<file path="src/rtl/useq_ctl.sv">
// Microprogram sequencer: holds upc/ctrl, drives a 1-clock-latency microcode ROM,
// and computes the next microaddress (NEXT/COND/MAP/CALL/RET) with an internal return stack.
module useq_ctl #(
    parameter int AW    = 5,
    parameter int CW    = 19,
    parameter int NCOND = 4,
    parameter int MAPW  = 3,
    parameter int SD    = 4,
    localparam int CSW  = (NCOND > 1) ? $clog2(NCOND) : 1,
    localparam int MW   = CW + 3 + CSW + AW,
    localparam int SPW  = $clog2(SD + 1)
) (
    input  logic             clk,
    input  logic             nclr,
    input  logic             step,
    input  logic [MW-1:0]    rom_q,
    input  logic [NCOND-1:0] cond,
    input  logic [MAPW-1:0]  map_in,
    output logic [AW-1:0]    upc,
    output logic [CW-1:0]    ctrl,
    output logic             ready,
    output logic [SPW-1:0]   sp,
    output logic             err
);

    localparam int IW = (SD > 1) ? $clog2(SD) : 1;
    localparam int CP = 2 ** CSW;

    localparam logic [2:0] OP_COND = 3'd1;
    localparam logic [2:0] OP_MAP  = 3'd2;
    localparam logic [2:0] OP_CALL = 3'd3;
    localparam logic [2:0] OP_RET  = 3'd4;

    typedef enum logic {S_WAIT, S_RDY} state_t;

    typedef struct packed {
        logic [CW-1:0]  ctrl;
        logic [2:0]     op;
        logic [CSW-1:0] csel;
        logic [AW-1:0]  nxt;
    } uword_t;

    uword_t         uw;
    state_t         state, state_nx;
    logic           pending, pending_nx, exec;
    logic [AW-1:0]  upc_nx;
    logic [CW-1:0]  ctrl_nx;
    logic [SPW-1:0] sp_nx;
    logic           err_nx, push;
    logic [CP-1:0]  cond_ext;
    logic           cond_hit, stk_full, stk_empty;
    logic [IW-1:0]  wr_idx, rd_idx;
    logic [AW-1:0]  stk [2**IW];

    assign uw = uword_t'(rom_q);

    // Zero-padding to a power of two makes out-of-range csel read as false.
    assign cond_ext  = CP'(cond);
    assign cond_hit  = cond_ext[uw.csel];
    assign stk_full  = (sp == SPW'(SD));
    assign stk_empty = (sp == '0);
    assign wr_idx    = sp[IW-1:0];
    assign rd_idx    = IW'(sp - SPW'(1));

    always_ff @(posedge clk or negedge nclr) begin
        if (!nclr) begin
            state   <= S_WAIT;
            pending <= 1'b0;
        end else begin
            state   <= state_nx;
            pending <= pending_nx;
        end
    end

    // WAIT covers the ROM fetch; a step arriving then is parked in pending.
    always_comb begin
        state_nx   = state;
        pending_nx = pending;
        exec       = 1'b0;
        ready      = 1'b0;
        case (state)
            S_WAIT: begin
                state_nx = S_RDY;
                if (step) pending_nx = 1'b1;
            end
            S_RDY: begin
                ready = 1'b1;
                if (step || pending) begin
                    exec       = 1'b1;
                    pending_nx = 1'b0;
                    state_nx   = S_WAIT;
                end
            end
        endcase
    end

    always_comb begin
        upc_nx  = upc;
        ctrl_nx = ctrl;
        sp_nx   = sp;
        err_nx  = err;
        push    = 1'b0;
        if (exec) begin
            ctrl_nx = uw.ctrl;
            upc_nx  = uw.nxt;
            case (uw.op)
                OP_COND: if (cond_hit) upc_nx = uw.nxt | AW'(1);
                OP_MAP:  upc_nx = uw.nxt | AW'(map_in);
                OP_CALL: begin
                    if (stk_full) begin
                        err_nx = 1'b1;
                    end else begin
                        push  = 1'b1;
                        sp_nx = sp + SPW'(1);
                    end
                end
                OP_RET: begin
                    if (stk_empty) begin
                        upc_nx = '0;
                        err_nx = 1'b1;
                    end else begin
                        upc_nx = stk[rd_idx];
                        sp_nx  = sp - SPW'(1);
                    end
                end
                default: ;
            endcase
        end
    end

    always_ff @(posedge clk or negedge nclr) begin
        if (!nclr) begin
            upc  <= '0;
            ctrl <= '0;
            sp   <= '0;
            err  <= 1'b0;
        end else begin
            upc  <= upc_nx;
            ctrl <= ctrl_nx;
            sp   <= sp_nx;
            err  <= err_nx;
        end
    end

    // Return addresses are pure data; occupancy lives in sp, so no reset needed.
    always_ff @(posedge clk) begin
        if (push) stk[wr_idx] <= upc + AW'(1);
    end

endmodule

</file>
<file path="config.mk">
export PLATFORM = sky130hd
export DESIGN_NAME = useq_ctl
export DESIGN_NICKNAME = d
export VERILOG_FILES = /design/src/rtl/useq_ctl.sv
export SDC_FILE = /design/constraint.sdc
export NUM_CORES = 1
export LEC_CHECK = 0
export CAP_MARGIN = 20
export CORE_ASPECT_RATIO = 2
export CORE_MARGIN = 5
export CORE_UTILIZATION = 30
export CTS_CLUSTER_SIZE = 24
export DETAILED_ROUTE_END_ITERATION = 10
export HOLD_SLACK_MARGIN = 0.06
export SLEW_MARGIN = 30
export SYNTH_ARGS = -nofsm -noshare
export SYNTH_HDL_FRONTEND = slang
export SYNTH_SLANG_ARGS = --single-unit
export TNS_END_PERCENT = 1
</file>
<file path="constraint.sdc">
create_clock -name clk -period 1.8 [get_ports clk]
set_input_delay 0.36 -clock clk [delete_from_list [all_inputs] [get_ports clk]]
set_output_delay 0.36 -clock clk [all_outputs]
set_load 0.01 [all_outputs]
</file>
# == Word-level counts from Yosys, hierarchy flattened ==
# Memories as Yosys holds them, arrays and structs flattened.
# Cells that the tools add are included.
# word_totals
reg_bits,30
mem_bits_rw,20
wordCells,54
n_memories,1
# mem_list
memory,depth,width,read_ports,rd_ports_with_merged_regs,wr,line_no,text
stk,4,5,1,0,1,53,logic [AW-1:0] stk [2**IW];
# op_classes
addsub,3
n_lt_le_gt_ge,1
n_eq_ne,11
muxes,24
bitwise,2
reduce_logical,6
# op_table
cell,n
$mux W1,15
$pmux W5 S3,1
$ne A2 B2 Y1 const B,5
$reduce_and A4 Y1,2
$eq A3 B2 Y1 const B,2
$eq A3 B3 Y1 const B,2
$mux W3,2
$pmux W1 S2,3
$pmux W3 S2,1
$add A5 B1 Y5 const B,1
$mux W5,1
$or A5 B3 Y5,1
$add A3 B1 Y3 const B,1
$eq A3 B1 Y1 const B,1
$logic_not A3 Y1,1
$lt A2 B3 Y1 const B,1
$sub A3 B1 Y3 const B,1
$bmux W1 S2,1
$ne A2 B1 Y1 const B,1
$reduce_and A2 Y1,1
$reduce_bool A2 Y1,1
$logic_or A1 B1 Y1,1
$not A1 Y1,1

# == Longest topological paths before layout ==
# logic_depth
ltp_word,6
depth_mapped,7

# == Least setup slack after synthesis ==
# OpenSTA, ideal clock, no wires.
# synth_timing
path_type,reg-to-reg
start,register sp[0]
end,register upc[1]
arrival_time_ns,1.944
required_ns,1.670
slack_ns,-0.275
path_stages_with_launch,8
n_path_buf,2
period_less_slack_ns,2.075
path_cell_list,dfrtp_1 > buf_2 > inv_1 > ha_1 > buf_1 > mux4_2 > a222oi_1 > o21ai_0
# synth_between
elab_chain_len,4
elab_cells_between_ends,5
# synth_rtl
item,line_no,text
start: declaration,22,"output logic [SPW-1:0] sp,"
start signal: assignment,140,sp <= sp_nx;
$sub A3 B1 Y3,--,
$mem_v2 Z4 W5,--,
$mux W5 (*),118,if (stk_empty) begin
$pmux W5 S3 (*),106,case (uw.op)
end signal: assignment,138,upc <= upc_nx;
end: declaration,19,"output logic [AW-1:0] upc,"
# Mark *: on every way between the ends. The rest lies on a longest branch, timed or not.
# A chain may end at the register's enable or synchronous reset.

# == Worst setup path after layout ==
# layout_timing
start,input rom_q[9]
end,register upc[2]
# layout_between
elab_chain_len,2
elab_cells_between_ends,4
# layout_rtl
item,line_no,text
start: declaration,16,"input logic [MW-1:0] rom_q,"
"$eq A3 B3 Y1, or another cell as far along",106,
$pmux W5 S3 (*),106,
# Marked as above.

==> impl_metrics.csv <==
group,metric,value,unit
yosys,synth_top_flop_cell,"dfrtp_1",
power,clockPowerShare,0.216,
layout,fin_nets,314,
power,total_power,4.30,mW
sta,setup_viol_count_final,0,
layout,regArea,0.00135,mm^2
placement,placed_cell_area,0.00311,mm^2
sta,min_period_over_period,0.949,
cts,clk_pin_slew,70,ps
setup_path,r2r_end,"upc[2]$_DFFE_PN0P_",
global_routing,grt_pass1_wl,8810,um
global_routing,grt_max_degree,31,
power,switching_share,0.319,
placement,place_hpwl,4280,um
sta,min_period,1710,ps
routing,vias_per_cell,4.55,
yosys,ys_seq_area_frac,0.609,
yosys,synth_most_common_cell,"nand2_1",
sta,worst_pin_slew,406,ps
yosys,synth.avg_cell_area,12.0,um^2
yosys,async_reset_ff_frac,0.600,
sta,max_freq,585,MHz
sta,finClkSkew,2.26,ps
global_routing,grt_pass1_vias,1792,
sta,drv_slew,0,
die,core,0.00727,mm^2
placement,place_congestion,0.812,
routing,wirelength,5490,um
routing,wl_per_cell,15.2,um
yosys,synthTopCellsByArea,"dfrtp_1 34%, edfxtp_1 27%, nand2_1 10%, mux4_2 6.1%, ha_1 3.4%",
hold_path,hold_class,"flip-flop to flip-flop",
yosys,synth_top_area_cell,"dfrtp_1",
yosys,synth-seq-cells,50,
die,die_w,70.8,um
hold_path,hold_end,"pending$_DFFE_PN0P_",
layout,final_cell_area,0.00327,mm^2
cts,clkLatencyLatePin,290,ps
routing,dr.first_iter.drc_count,49,
setup_path,r2r-start,"sp[0]$_DFFE_PN0P_",
setup_path,crit_arrival,1870,ps
setup_path,cp-start-kind,"input pin",
setup_path,cp-end-kind,"flip-flop",
power,p_seq_frac,0.385,
placement,io_buffers,67,
layout,layout-drive-gt1-share,0.163,
layout,multi_input_area,823,um^2
setup_path,critical_path_class,"input pin to flip-flop",
cts,cts_tree,"built",
hold_path,hold_path_depth,1,
yosys,syn_nets,230,
die,rows,44,
die,fp.dieArea,0.00931,mm^2
cts,numCtsBuffers,5,
sta,timing.final.ws_setup,91.3,ps
job,maxCapViolations,0,
power,p_switching,1.37,mW
yosys,syn-cell-area,0.00222,mm^2
sta,rsz0062_at_grt,"no",
power,combPwrFrac,0.399,
routing,postRouteAntennaNets,0,
routing,drt_first_pass_iters,4,
hold_path,hold_start,"state$_DFF_PN0_",
power,p_leak,1.40,nW
yosys,synth_cell_type_count,34,
power,power.internal,2.93,mW
cts,ctsHoldBuffers,0,
setup_path,crit_required,1970,ps
cts,clk_path_buf_depth,2,
layout,nFillCells,724,
cts,cts_sinks,50,
run_status,outcome,"complete, no violations",
setup_path,crit_path_max_fanout,4,
yosys,syn_inst,185,
global_routing,grt_usage,0.123,
yosys,yosys_warnings,0,
layout,num_antenna_cells,0,
sta,relSlewSlack,0.729,
die,pin_count,68,
die,dieHeight,132,um
sta,final_hold_viol_count,0,
setup_path,rrSetupSlack,90,ps
yosys,yosys-top-cells-count,"61 x nand2_1, 30 x dfrtp_1, 20 x edfxtp_1",
routing,drc,0,
layout,syn2layout_area_growth,47.5,%
global_routing,grt_antenna_before_repair,0,
yosys,synth_edf_count,20,
yosys,synth_top_area_share,0.339,
cts,cts-root-buf,"clkbuf_16",
cts,cts_max_level,2,
routing,vias,1646,
cts,post-cts-setup-buffers,0,
die,start_util,0.305,
global_routing,grt_overflow,0,
power,peakVddDrop,0.562,mV
placement,dp_slack,-207,ps
power,powerDensity,1310,mW/mm^2
setup_path,ff2ff_path_depth,5,
==> sequential cells by signal, indices dropped and copies added, names as in the netlist <==
signal / cells
upc: 5
stk: 20
pending: 1
state: 1
ctrl: 19
err: 1
sp: 3
==> critical path, stage by stage <==
cell and delay (ps):
clkdlybuf4s50_1 510, buf_4 130, or2b_1 240, buf_4 140
a222oi_1 380, o21ai_1 120
==> kinds of logic after synthesis <==
logic type               count (synthesis)  synth area share
AO/OA/AOI/OAI                           18            0.0739
XOR/XNOR                                 6            0.0237
adder cells (fa/ha/maj)                  6            0.0339
buffers and inverters                   14            0.0282
flip-flops                              50             0.609
multiplexers                             8            0.0722
AND/OR/NAND/NOR                         83             0.159
==> layout by cell type, fill, tap and decap left out, types with 4 or more instances in the layout <==
master and instances:
buf_4 18, clkbuf_16 5, clkdlybuf4s50_1 66, dfrtp_1 30, edfxtp_1 20, ha_1 5
inv_1 5, mux4_2 6, nand2_1 61, nor2_1 9, xnor2_1 4
==> power by group through the flow <==
stage / clock network [mW] / logic, mW / registers, mW
6_report: 0.929 / 1.72 / 1.65
5_1_grt: 1.00 / 1.86 / 1.69
4_1_cts: 0.968 / 1.71 / 1.66
3_5_place_dp: 0 / 1.70 / 1.68
3_3_place_gp: 0 / 1.69 / 1.67
2_1_floorplan: 0 / 0.754 / 1.76
==> how the worst max path moves through the flow <==
stage | from | to | slack, ps | cells after the start
5_1_grt | sp[0]$_DFFE_PN0P_ | upc[2]$_DFFE_PN0P_ | 0.3 | 5
6_report | rom_q[9] | upc[2]$_DFFE_PN0P_ | 90 | 6
2_1_floorplan | sp[0]$_DFFE_PN0P_ | upc[1]$_DFFE_PN0P_ | -50 | 7
4_1_cts | sp[1]$_DFFE_PN0P_ | upc[2]$_DFFE_PN0P_ | 10 | 5
3_5_place_dp | rom_q[8] | stk[2][1]$_DFFE_PP_ | -210 | 4
3_3_place_gp | rom_q[8] | stk[2][1]$_DFFE_PP_ | -190 | 4
==> timing repair <==
item | in CTS | in global routing
hold endpoints to repair | 0 | 0
cloned | 0 | 0
pin swaps | 0 | 1
setup endpoints to repair | 3 | 7
gates resized for setup | 2 | 3
==> layer usage <==
metal  wire length, um  track usage  vias to the layer above  part of all wire
li1                  -            -                      799                 -
met1              1850        0.110                      784              0.34
met2              3160        0.237                       51              0.58
met3               260       0.0275                       12             0.047
met4               218       0.0753                        0             0.040
met5                 0            0                        -                 0
==> area by class of cell <==
cell class,instances,area share
multi-input combinational,121,0.252
tap,92,0.0352
timing repair buffer,86,0.249
clock buffer,5,0.0383
clock inverter,3,0.00650
sequential,50,0.413
inverter,5,0.00574
==> stage by stage <==
step            util  TNS, ps  instances  hold slack (ps)
2_1_floorplan      -     -144        185             64.4
3_3_place_gp   0.428    -4950        354              432
3_5_place_dp   0.428    -4930        354              431
4_1_cts        0.448        0        362              445
5_1_grt        0.450        0        362              478
6_report       0.450        0        362              444
Power figures use the tool's default switching activity.
==> patch: new RTL, same settings <==
Set the parameter `NCOND` to 8 (it was 4).
--- a/src/rtl/useq_ctl.sv
+++ b/src/rtl/useq_ctl.sv
@@ -4,5 +4,5 @@
     parameter int AW    = 5,
     parameter int CW    = 19,
-    parameter int NCOND = 4,
+    parameter int NCOND = 8,
     parameter int MAPW  = 3,
     parameter int SD    = 4,
Interface: changed (resized cond and rom_q); port bits go from 68 to 73. The function was not compared with the original's and may differ.
==> patch against the unedited design <==
  * Synthesized cell count increased by 2.7%
  * Routed wire length increased by 8.5%
  * Cell area increased by 1.1%
  * Total power decreased by 0.39%
  * Sequential cell count unchanged
  * Worst setup slack got worse by 23 ps
  * Synthesized area about the same
  * Non-clock buffer count increased by 2
  * Critical endpoint is now sp[0]
==> patch: results (changes against the unedited design) <==
metric	value	unit	change
vias in the first global route	1849		+3.2%
r2r endpoint	upc[4]		
leading cell types by count after synthesis	nand2_1 (62), dfrtp_1 (30), edfxtp_1 (20)		
Clock Skew	2.60	ps	+0.339 ps
crit path DAT	1370	ps	-500 ps
gr usage total	13.5	%	+1.1 points
Leak	1.41	nW	+0.37%
# port buffers	72		+7.5%
H-tree depth	2		unchanged
# placed instances	362		+2.3%
DR vias	1691		+2.7%
Starting DRT DRC Count	23		-53%
hpwl dp	4.77	mm	+11%
Area contributors post-synth	dfrtp_1 (34%), edfxtp_1 (27%), nand2_1 (10%)		
syn_nets	240		+4.3%
DP Area	0.00316	mm^2	+1.7%
first-pass GRT wire length	9.67	mm	+9.8%
Root Driver	clkbuf_16		
GP Congestion	0.755		-7.1%
HP Class	input port to asynchronous set/reset pin		
nets@finish	327		+4.1%
post-synth cell types	31		-8.8%
Slew HR	71.7	%	-1.2 points
outcome	completed		
Avg Cell Area, Syn	11.7	um^2	-2.6%
reg2reg setup slack	150	ps	+60 ps
VDD IR max	0.000630	V	+12%
register area share after synthesis	60.9	%	about the same
routed vias/inst	4.57		+0.51%
Critical Path Fanout Max	9		+5
layout cells sized above 1	12.2	%	-4.1 points
patch: cell count changes in the layout (fill, tap and decap cells not counted), moves of 2 or more:
cell,before,now
clkdlybuf4s50_1,66,72
a21oi_1,0,5
and2_1,0,4
o21ai_0,2,6
a21o_1,3,0
buf_4,18,15
o211a_1,0,3
a221oi_1,2,0
a222oi_1,2,0
and3_1,3,1
mux4_1,0,2
o21ai_1,2,0
patch: worst max path at each step:
stage                     startpoint  endpoint  slack [ps]  cells past startpoint
after floorplan                sp[0]    upc[4]          -7                      7
after global placement     rom_q[10]    upc[2]        -180                      6
after detailed placement   rom_q[10]    upc[2]        -200                      6
after CTS                      sp[0]     sp[0]          10                      2
after global routing           sp[0]     sp[0]           6                      2
final                          sp[0]     sp[0]          70                      2
patch: layer usage:
metal / up-vias / GRT usage (%) / part of all wire (%)
met5: - / 0 / 0
met2: 41 / 28.0 / 63
li1: 822 / - / -
met4: 0 / 3.77 / 1.2
met1: 823 / 12.6 / 32
met3: 5 / 2.52 / 4.0
patch: power breakdown:
group	internal, mW	switching [mW]
logic	0.897	0.839
registers	1.49	0.152
clock network	0.506	0.393
patch: logic make-up (layout without fill, tap and decap cells):
group	after synthesis	count (layout)	synth area share, %
DFF	50	50	60.9
muxes	9	9	8.35
buffers and inverters	13	101	2.20
AOI/OAI and AO/OA	20	20	6.15
adders and majority gates	6	6	3.38
xor gates and xnor gates	6	6	2.37
and+or+nand+nor	86	86	16.6
patch: what timing repair did:
| action | 4_1_cts | 5_1_grt |
|---|---|---|
| setup endpoints to repair | 0 | 4 |
| hold buffers | 0 | 0 |
| gates resized for setup | 0 | 2 |
patch: per-stage QoR:
stage | setup slack, ps | TNS (ps) | hold WS [ps]
after floorplan | -6.79 | -6.79 | 64.4
after global placement | -182 | -4770 | 433
after detailed placement | -200 | -5890 | 455
after CTS | 12.1 | 0 | 470
after global routing | 5.61 | 0 | 498
final | 68.4 | 0 | 461
patch: final cells by class:
cell class / instances / area, um^2
multi-input combinational: 127 / 836
inverter: 5 / 18.8
sequential: 50 / 1350
fill: 728 / 3960
clock buffer: 5 / 125
tap: 92 / 115
clock inverter: 3 / 16.3
timing repair buffer: 88 / 845
patch: critical path, cell delays in order, from the launching register on:
cell and delay [ps]:
dfrtp_1 360, buf_6 170, clkdlybuf4s50_1 550
